$ cat src/rtl/regfile_wb_arbiter_if.sv
// Writeback bus between the execute/writeback units, the issue-stage scoreboard
// and the register bank write port.
interface regfile_wb_arbiter_if #(
   parameter int unsigned NREQ   = 3,
   parameter int unsigned ADDR_W = 5,
   parameter int unsigned DATA_W = 32
);
   logic [NREQ-1:0]        req_valid;
   logic [NREQ-1:0]        req_ready;
   logic [NREQ*ADDR_W-1:0] req_addr;
   logic [NREQ*DATA_W-1:0] req_data;
   logic                   rf_w_enable;
   logic [ADDR_W-1:0]      rf_waddr;
   logic [DATA_W-1:0]      rf_din;
   logic                   sb_set_valid;
   logic [ADDR_W-1:0]      sb_set_addr;
   logic                   sb_set_ready;
   logic [31:0]            sb_busy;
   logic                   sb_err;
   logic [15:0]            grant_cnt;

   modport slave (
      input  req_valid, req_addr, req_data, sb_set_valid, sb_set_addr,
      output req_ready, rf_w_enable, rf_waddr, rf_din, sb_set_ready, sb_busy, sb_err,
             grant_cnt
   );

   modport master (
      output req_valid, req_addr, req_data, sb_set_valid, sb_set_addr,
      input  req_ready, rf_w_enable, rf_waddr, rf_din, sb_set_ready, sb_busy, sb_err,
             grant_cnt
   );
endinterface

$ cat src/rtl/regfile_wb_arbiter.sv
// Round-robin arbiter for the register bank write port, with a registered write
// stage and a pending-write scoreboard for WAW stalls.
module regfile_wb_arbiter #(
   parameter int unsigned NREQ   = 3,
   parameter int unsigned ADDR_W = 5,
   parameter int unsigned DATA_W = 32
) (
   input logic                clk,
   input logic                reset,
   regfile_wb_arbiter_if.slave bus
);
   localparam int unsigned PtrW = (NREQ > 1) ? $clog2(NREQ) : 1;

   logic [PtrW-1:0]   ptr_q, ptr_d, gidx, cand;
   int unsigned       idx;
   logic              found;
   logic [ADDR_W-1:0] g_addr;
   logic [DATA_W-1:0] g_data;
   logic              rf_en_q, rf_en_d;
   logic [ADDR_W-1:0] waddr_q, waddr_d;
   logic [DATA_W-1:0] din_q, din_d;
   logic [31:0]       busy_q, busy_d, clr_vec, set_vec;
   logic              err_q, err_d;
   logic [15:0]       cnt_q, cnt_d;
   logic              set_ok;

   always_comb begin
      found = 1'b0;
      gidx  = '0;
      idx   = 0;
      cand  = '0;
      for (int unsigned k = 0; k < NREQ; k++) begin
         idx  = (32'(ptr_q) + k) % NREQ;
         cand = PtrW'(idx);
         if (!found && bus.req_valid[cand]) begin
            found = 1'b1;
            gidx  = cand;
         end
      end
      g_addr = bus.req_addr[gidx*ADDR_W +: ADDR_W];
      g_data = bus.req_data[gidx*DATA_W +: DATA_W];
   end

   always_comb begin
      set_ok  = (bus.sb_set_addr == '0) || !busy_q[bus.sb_set_addr];
      clr_vec = (found && g_addr != '0) ? (32'h1 << g_addr) : 32'h0;
      set_vec = (bus.sb_set_valid && set_ok && bus.sb_set_addr != '0) ?
                (32'h1 << bus.sb_set_addr) : 32'h0;
      // A same-address set can only be accepted when the register is idle.
      busy_d    = (busy_q & ~clr_vec) | set_vec;
      busy_d[0] = 1'b0;
      err_d     = err_q | (found && g_addr != '0 && !busy_q[g_addr]);
      cnt_d     = cnt_q + (found ? 16'd1 : 16'd0);
      ptr_d     = ptr_q;
      if (found) ptr_d = (gidx == PtrW'(NREQ - 1)) ? '0 : gidx + 1'b1;
      rf_en_d = found && (g_addr != '0);
      waddr_d = found ? g_addr : waddr_q;
      din_d   = found ? g_data : din_q;
   end

   always_ff @(posedge clk) begin
      if (reset) begin
         ptr_q   <= '0;
         rf_en_q <= 1'b0;
         waddr_q <= '0;
         din_q   <= '0;
         busy_q  <= '0;
         err_q   <= 1'b0;
         cnt_q   <= '0;
      end else begin
         ptr_q   <= ptr_d;
         rf_en_q <= rf_en_d;
         waddr_q <= waddr_d;
         din_q   <= din_d;
         busy_q  <= busy_d;
         err_q   <= err_d;
         cnt_q   <= cnt_d;
      end
   end

   assign bus.req_ready    = found ? (NREQ'(1) << gidx) : '0;
   assign bus.sb_set_ready = set_ok;
   assign bus.rf_w_enable  = rf_en_q;
   assign bus.rf_waddr     = waddr_q;
   assign bus.rf_din       = din_q;
   assign bus.sb_busy      = busy_q;
   assign bus.sb_err       = err_q;
   assign bus.grant_cnt    = cnt_q;
endmodule

$ cat src/flat_wrapper.sv
// flat-port wrapper written by rule: the top's interface ports become plain ports
module regfile_wb_arbiter_flat 
#(
   parameter int unsigned NREQ   = 3,
   parameter int unsigned ADDR_W = 5,
   parameter int unsigned DATA_W = 32
)
  (clk, reset, bus_req_valid, bus_req_addr, bus_req_data, bus_sb_set_valid, bus_sb_set_addr, bus_req_ready, bus_rf_w_enable, bus_rf_waddr, bus_rf_din, bus_sb_set_ready, bus_sb_busy, bus_sb_err, bus_grant_cnt);
  regfile_wb_arbiter_if #(.NREQ(NREQ), .ADDR_W(ADDR_W), .DATA_W(DATA_W)) bus_i ();
  input logic clk;
  input logic reset;
  input wire logic [$bits(bus_i.req_valid)-1:0] bus_req_valid;
  input wire logic [$bits(bus_i.req_addr)-1:0] bus_req_addr;
  input wire logic [$bits(bus_i.req_data)-1:0] bus_req_data;
  input wire logic [$bits(bus_i.sb_set_valid)-1:0] bus_sb_set_valid;
  input wire logic [$bits(bus_i.sb_set_addr)-1:0] bus_sb_set_addr;
  output wire logic [$bits(bus_i.req_ready)-1:0] bus_req_ready;
  output wire logic [$bits(bus_i.rf_w_enable)-1:0] bus_rf_w_enable;
  output wire logic [$bits(bus_i.rf_waddr)-1:0] bus_rf_waddr;
  output wire logic [$bits(bus_i.rf_din)-1:0] bus_rf_din;
  output wire logic [$bits(bus_i.sb_set_ready)-1:0] bus_sb_set_ready;
  output wire logic [$bits(bus_i.sb_busy)-1:0] bus_sb_busy;
  output wire logic [$bits(bus_i.sb_err)-1:0] bus_sb_err;
  output wire logic [$bits(bus_i.grant_cnt)-1:0] bus_grant_cnt;
  assign bus_i.req_valid = bus_req_valid;
  assign bus_i.req_addr = bus_req_addr;
  assign bus_i.req_data = bus_req_data;
  assign bus_i.sb_set_valid = bus_sb_set_valid;
  assign bus_i.sb_set_addr = bus_sb_set_addr;
  assign bus_req_ready = bus_i.req_ready;
  assign bus_rf_w_enable = bus_i.rf_w_enable;
  assign bus_rf_waddr = bus_i.rf_waddr;
  assign bus_rf_din = bus_i.rf_din;
  assign bus_sb_set_ready = bus_i.sb_set_ready;
  assign bus_sb_busy = bus_i.sb_busy;
  assign bus_sb_err = bus_i.sb_err;
  assign bus_grant_cnt = bus_i.grant_cnt;
  regfile_wb_arbiter #(.NREQ(NREQ), .ADDR_W(ADDR_W), .DATA_W(DATA_W)) u_core (.clk(clk), .reset(reset), .bus(bus_i));
endmodule
$ cat config.mk
export PLATFORM = sky130hd
export DESIGN_NAME = regfile_wb_arbiter_flat
export DESIGN_NICKNAME = d
export VERILOG_FILES = /design/src/rtl/regfile_wb_arbiter_if.sv /design/src/rtl/regfile_wb_arbiter.sv /design/src/flat_wrapper.sv
export SDC_FILE = /design/constraint.sdc
export NUM_CORES = 1
export LEC_CHECK = 0
export CORE_UTILIZATION = 60
export CTS_CLUSTER_SIZE = 20
export DETAILED_ROUTE_END_ITERATION = 12
export DONT_BUFFER_PORTS = 1
export PLACE_DENSITY_LB_ADDON = 0.2
export SETUP_SLACK_MARGIN = 0.05
export SLEW_MARGIN = 20
export SYNTH_ARGS = -nofsm -noshare
export SYNTH_HDL_FRONTEND = slang
export SYNTH_SLANG_ARGS = --single-unit
$ cat constraint.sdc
create_clock -name clk -period 3.8 [get_ports clk]
set_clock_uncertainty 0.05 [all_clocks]
set_input_delay 0.19 -clock clk [delete_from_list [all_inputs] [get_ports clk]]
set_output_delay 0.19 -clock clk [all_outputs]
set_load 0.02 [all_outputs]
# Yosys cells after proc, flatten, opt, wreduce, memory -nomap -nowiden
# Index checks and enable logic that the tools add are counted.
# totals
inputBits	122
output_inout_bits	91
reg_bits	89
word_cells	66
# classes
n_eq_ne	1
add_sub_neg	4
n_reduce_logical	14
bitwise_logic	4
magnitude_cmp	5
mux	21
n_shift	5
n_mul	1
div_mod_pow	3
# op_table
op	count
indexed part select 96 x 8 -> 32 bit	1
modulo 32 x 2 -> 32 bit (second input constant)	2
2-to-1 mux 32 bit	2
left shift 1 x 5 -> 32 bit (first input constant)	2
bitwise AND 32 bit	1
modulo 2 x 2 -> 32 bit (second input constant)	1
NOT 32 bit	1
bitwise OR 32 bit	1
adder 16 bit	1
indexed part select 15 x 6 -> 5 bit	1
less-than comparator 5 x 6 -> 1 bit (second input constant)	2
binary-select mux 1 bit (select 5 bit)	2
nonzero test 5 bit	2
less-than comparator 2 x 3 -> 1 bit (second input constant)	3
2-to-1 mux 1 bit	9
2-to-1 mux 2 bit	4
binary-select mux 1 bit (select 2 bit)	3
logical AND 1 bit	6
logical NOT 5 bit	1
multiplier 2 x 3 -> 5 bit (second input constant)	1
logical NOT 1 bit	4
adder 2 x 1 -> 3 bit (second input constant)	1
adder 2 x 2 -> 3 bit (second input constant)	1
2-to-1 mux 3 bit	1
other kinds (5)	5

# Logic depth before layout (Yosys ltp)
# logic_depth
depth_word	18
mapped_depth	15
mapped_depth_nobuf	13

# Worst setup path before layout
# No wires, ideal clock.
# synth_timing
path_type	register -> register
from	register u_core.ptr_q[0]
to	register u_core.err_q (netlist: u_core.bus.sb_err)
required_ns	3.614
arrival_ns	2.947
period_less_slack_ns	3.134
stages_incl_launch_ff	16
setup_slack_ns	0.666
cell_sequence	dfxtp_1 > inv_1 > ha_1 > buf_6 > nand2b_1 > o31a_1 > a211oi_2 > nor2_4 > inv_2 > o31ai_1 > buf_4 > a21boi_1 > a221oi_1 > o211ai_2 > nand4b_1 > a221oi_2
# synth_between
elab_chain_len	17
# synth_rtl
element	line_no	rtl
start, declared	regfile_wb_arbiter.sv:14	logic [PtrW-1:0] ptr_q, ptr_d, gidx, cand;
start signal, assigned	regfile_wb_arbiter.sv:71	ptr_q <= ptr_d;
parallel branches: the longest is 15 deep, another holds modulo 32 x 2 -> 32 bit	-	
logical AND 1 bit (*)	regfile_wb_arbiter.sv:52	err_d = err_q | (found && g_addr != '0 && !busy_q[g_addr]);
bitwise OR 1 bit (*)	regfile_wb_arbiter.sv:52	
end signal, assigned	regfile_wb_arbiter.sv:76	err_q <= err_d;
end, declared	regfile_wb_arbiter.sv:23	logic err_q, err_d;
# Mark *: on every way between the ends. The select of a mux whose other input is x is not followed.
# A chain may end at the register's enable or synchronous reset.

# Final worst setup path
# Ends and elaborated chain as after synthesis.

==> reports/qor.yml <==
overflow: 0
r2r_slack_ns: 0.26
yosys_warnings: 0
sequentialPowerShare: 0.292
ys_seq_area_frac: 0.3352
antenna_found_initial: 0
diodes: 0
ir_drop_v: 0.0006500
wl_per_cell_um: 20.06
synth_top_cell_by_area: "dfxtp_1"
fmax_ghz: 0.2824
fp.coreArea_um2: 8341
gr-max-usage-layer: "met2"
drv_cap: 0
crit_type: "flip-flop to flip-flop"
slowest_stage: "ha_1"
cts_num_sinks: 88
synthesis.nets: 760
pwr-share-comb: 0.586
nets: 737
grt_use_total: 0.3145
crit_required_ns: 4.02
dr.pass1.iters: 5
finalSetupViolCount: 0
grt_pass1_wl_um: 21890
power.internal_uw: 2596
worstReg2RegEnd: "u_core.bus.sb_err$_SDFF_PP0_"
switching_power_uw: 2586
grt_util_met1: 0.3883
area_growth_syn_to_layout_pct: 4.929
min_period_ns: 3.542
slew_headroom: 0.5367
p_leak_uw: 0.002124
hold_violations: 0
cp-endpoint: "u_core.bus.sb_err$_SDFF_PP0_"
start_kind: "flip-flop"
io_buffers: 0
status: "finished clean"
path_depth: 13
synth-edff-count: 0
die_w_um: 95.59
path_cells: "inv_1, ha_1, mux2i_4, mux2i_2, o221a_4, nor4_4, a22oi_4, buf_4, o21bai_4, nand2b_4, o211ai_2, nand4b_1, a221oi_2"
path_max_fanout: 8
vias_per_cell: 6.517
worst_slack_ns: 0.2585
cts_tree: "built"
synth_top_area_frac: 0.3352
yosys-top-cells-area: "dfxtp_1 (34%), mux2i_1 (11%), a21oi_1 (7.0%), nor2_1 (7.0%), a211oi_1 (4.6%)"
sw_frac_of_total: 0.4990
synth_common_cells: "nor2_1 (98), dfxtp_1 (88), a21oi_1 (74)"
grt_setup_unrepaired: "yes"
start_util: 0.6301
critPathCaptureType: "flip-flop"
clockPowerShare: 0.123
numCtsBuffers: 9
netlist_area_um2: 5255
met2_usage: 0.5137
drc: 0
total_power_uw: 5182
clock_latency_ns: 0.36
drt_wl_total_um: 14420
power.density_nw_per_um2: 939.8
reg2regPathDepth: 13
gp_congestion: 0.9920
dieArea_um2: 9136
regArea_um2: 1762
cts_root_buffer: "clkbuf_8"
cp.buffers_inverters: 2
worstMarginPinSlew_ns: 0.6950
met3_usage: 0.08214
crit_family: "compound AO/OA/AOI/OAI gates"
ys_seq_elements: 88
synth_cell_types: 63
fin_tns_setup_ns: 0
ys.flop_type: "dfxtp_1"
grt_max_degree: 89
hp-class: "input pin to flip-flop"
slowest_delay_ns: 0.44
pre_cts_ws_ns: 0.1644
fin_area_um2: 5514
detail-route-antenna-nets: 0
crit_start: "u_core.ptr_q[0]$_SDFFE_PP0P_"
postSynthCellCount: 632
drive_gt1_frac: 0.1042
ioPinCount: 213
cp.arrival_ns: 3.77
r2r_start: "u_core.ptr_q[0]$_SDFFE_PP0P_"
finalMaxSlewViolations: 0
fin_crit_sh: 0.9320
via_count: 4686
clock_path_buffers: 2
fin_util: 0.6611
ctsHtreeMaxLevel: 3
drt_iter0_drc: 276
ys_async_sr_fraction: 0
clkSlewWorstSetupHoldPaths_ns: 0.10
yosysMostFrequentCell: "nor2_1"
die_h_um: 95.59
dp_hpwl_um: 10630
multi_input_area_um2: 3249
grt_pass1_vias: 4418
rows: 33
n_fill_cell: 720
avgSynthCellArea_um2: 8.315
detailed_place.area_um2: 5206
## flip-flops by register name, indices dropped and copies added (netlist names)
| register | count |
|---|---|
| u_core.bus.sb_err | 1 |
| u_core.bus.rf_din | 32 |
| u_core.ptr_q | 2 |
| u_core.bus.grant_cnt | 16 |
| u_core.bus.rf_w_enable | 1 |
| u_core.bus.rf_waddr | 5 |
| u_core.bus.sb_busy | 31 |
## worst min-delay path by stage
stage,start,to,depth (start not counted)
after floorplan,bus_sb_set_addr[4],u_core.bus.sb_busy[8]$_SDFF_PP0_,3
after global placement,reset,u_core.bus.sb_err$_SDFF_PP0_,1
after detailed placement,reset,u_core.bus.sb_err$_SDFF_PP0_,1
after CTS,bus_sb_set_addr[1],u_core.bus.sb_busy[4]$_SDFF_PP0_,3
after global routing,bus_sb_set_addr[1],u_core.bus.sb_busy[16]$_SDFF_PP0_,3
final,bus_sb_set_addr[1],u_core.bus.sb_busy[24]$_SDFF_PP0_,3
## power groups by stage
stage / clock network [µW] / logic (µW) / registers [µW]
2_1_floorplan: 0 / 2490 / 1460
3_3_place_gp: 0 / 2800 / 1540
3_5_place_dp: 0 / 2850 / 1540
4_1_cts: 647 / 2880 / 1520
5_1_grt: 687 / 3330 / 1530
6_report: 635 / 3040 / 1510
## logic make-up (layout without fill, tap and decap cells)
kind of cell | count (synthesis) | after routing | share of synthesized area
mux | 78 | 78 | 0.1802
flops | 88 | 88 | 0.3352
fa+ha+maj | 6 | 6 | 0.01429
buf+inv | 57 | 39 | 0.05000
other cells | 1 | 1 | 0.0007136
simple gates | 219 | 219 | 0.1929
compound gates | 171 | 171 | 0.2067
xor+xnor | 12 | 12 | 0.02000
## repair_timing
item	CTS	global route
hold buffers	3	0
resized for setup	0	2
hold endpoints to repair	88	0
setup endpoints to repair	0	4
buffers inserted	0	5
## tightest hold or removal path, cell delays in order
cell	delay (ns)
nor3_1	0.07
nand2_1	0.07
a21oi_1	0.05
## layout make-up
class	count	area share
Clock inverter	7	0.01361
Multi-Input combinational cell	487	0.5893
Timing Repair Buffer	13	0.02451
Tap cell	105	0.02383
Inverter	10	0.006807
Sequential cell	88	0.3195
Clock buffer	9	0.02246
## layout by cell type, fill, tap and decap left out, drive strengths merged, types with 3 or more instances in the layout
cell    netlist  routed
a211oi       33      33
o31ai         4       4
a21oi        74      74
clkbuf       29       9
and3          6       6
nand3b        3       3
dfxtp        88      88
nand3        11      11
nor3b         6       6
nor2         99      99
nand2        56      56
mux2i        64      64
nand2b        7       7
mux2          5       5
o21ai        36      36
nand4         7       7
buf          18      11
nor2b         8       8
mux4          9       9
ha            6       6
and2          3       3
inv          10      13
a221oi        3       3
xor2         10      10
o211ai        3       3
nor3          4       4
clkinv        0       3
## metrics by stage
| step | cells | hold slack (ns) |
|---|---|---|
| 2_1_floorplan | 632 | 0.3195 |
| 3_3_place_gp | 695 | 0.2147 |
| 3_5_place_dp | 695 | 0.2166 |
| 4_1_cts | 714 | 0.00007358 |
| 5_1_grt | 719 | 0.003058 |
| 6_report | 719 | 0.01211 |
## layer usage
metal,wire length (µm),share of wire
met1,5695,0.39
met2,6911,0.48
met3,1286,0.089
met4,528,0.037
met5,0,0
(Power assumes the default switching activity.)
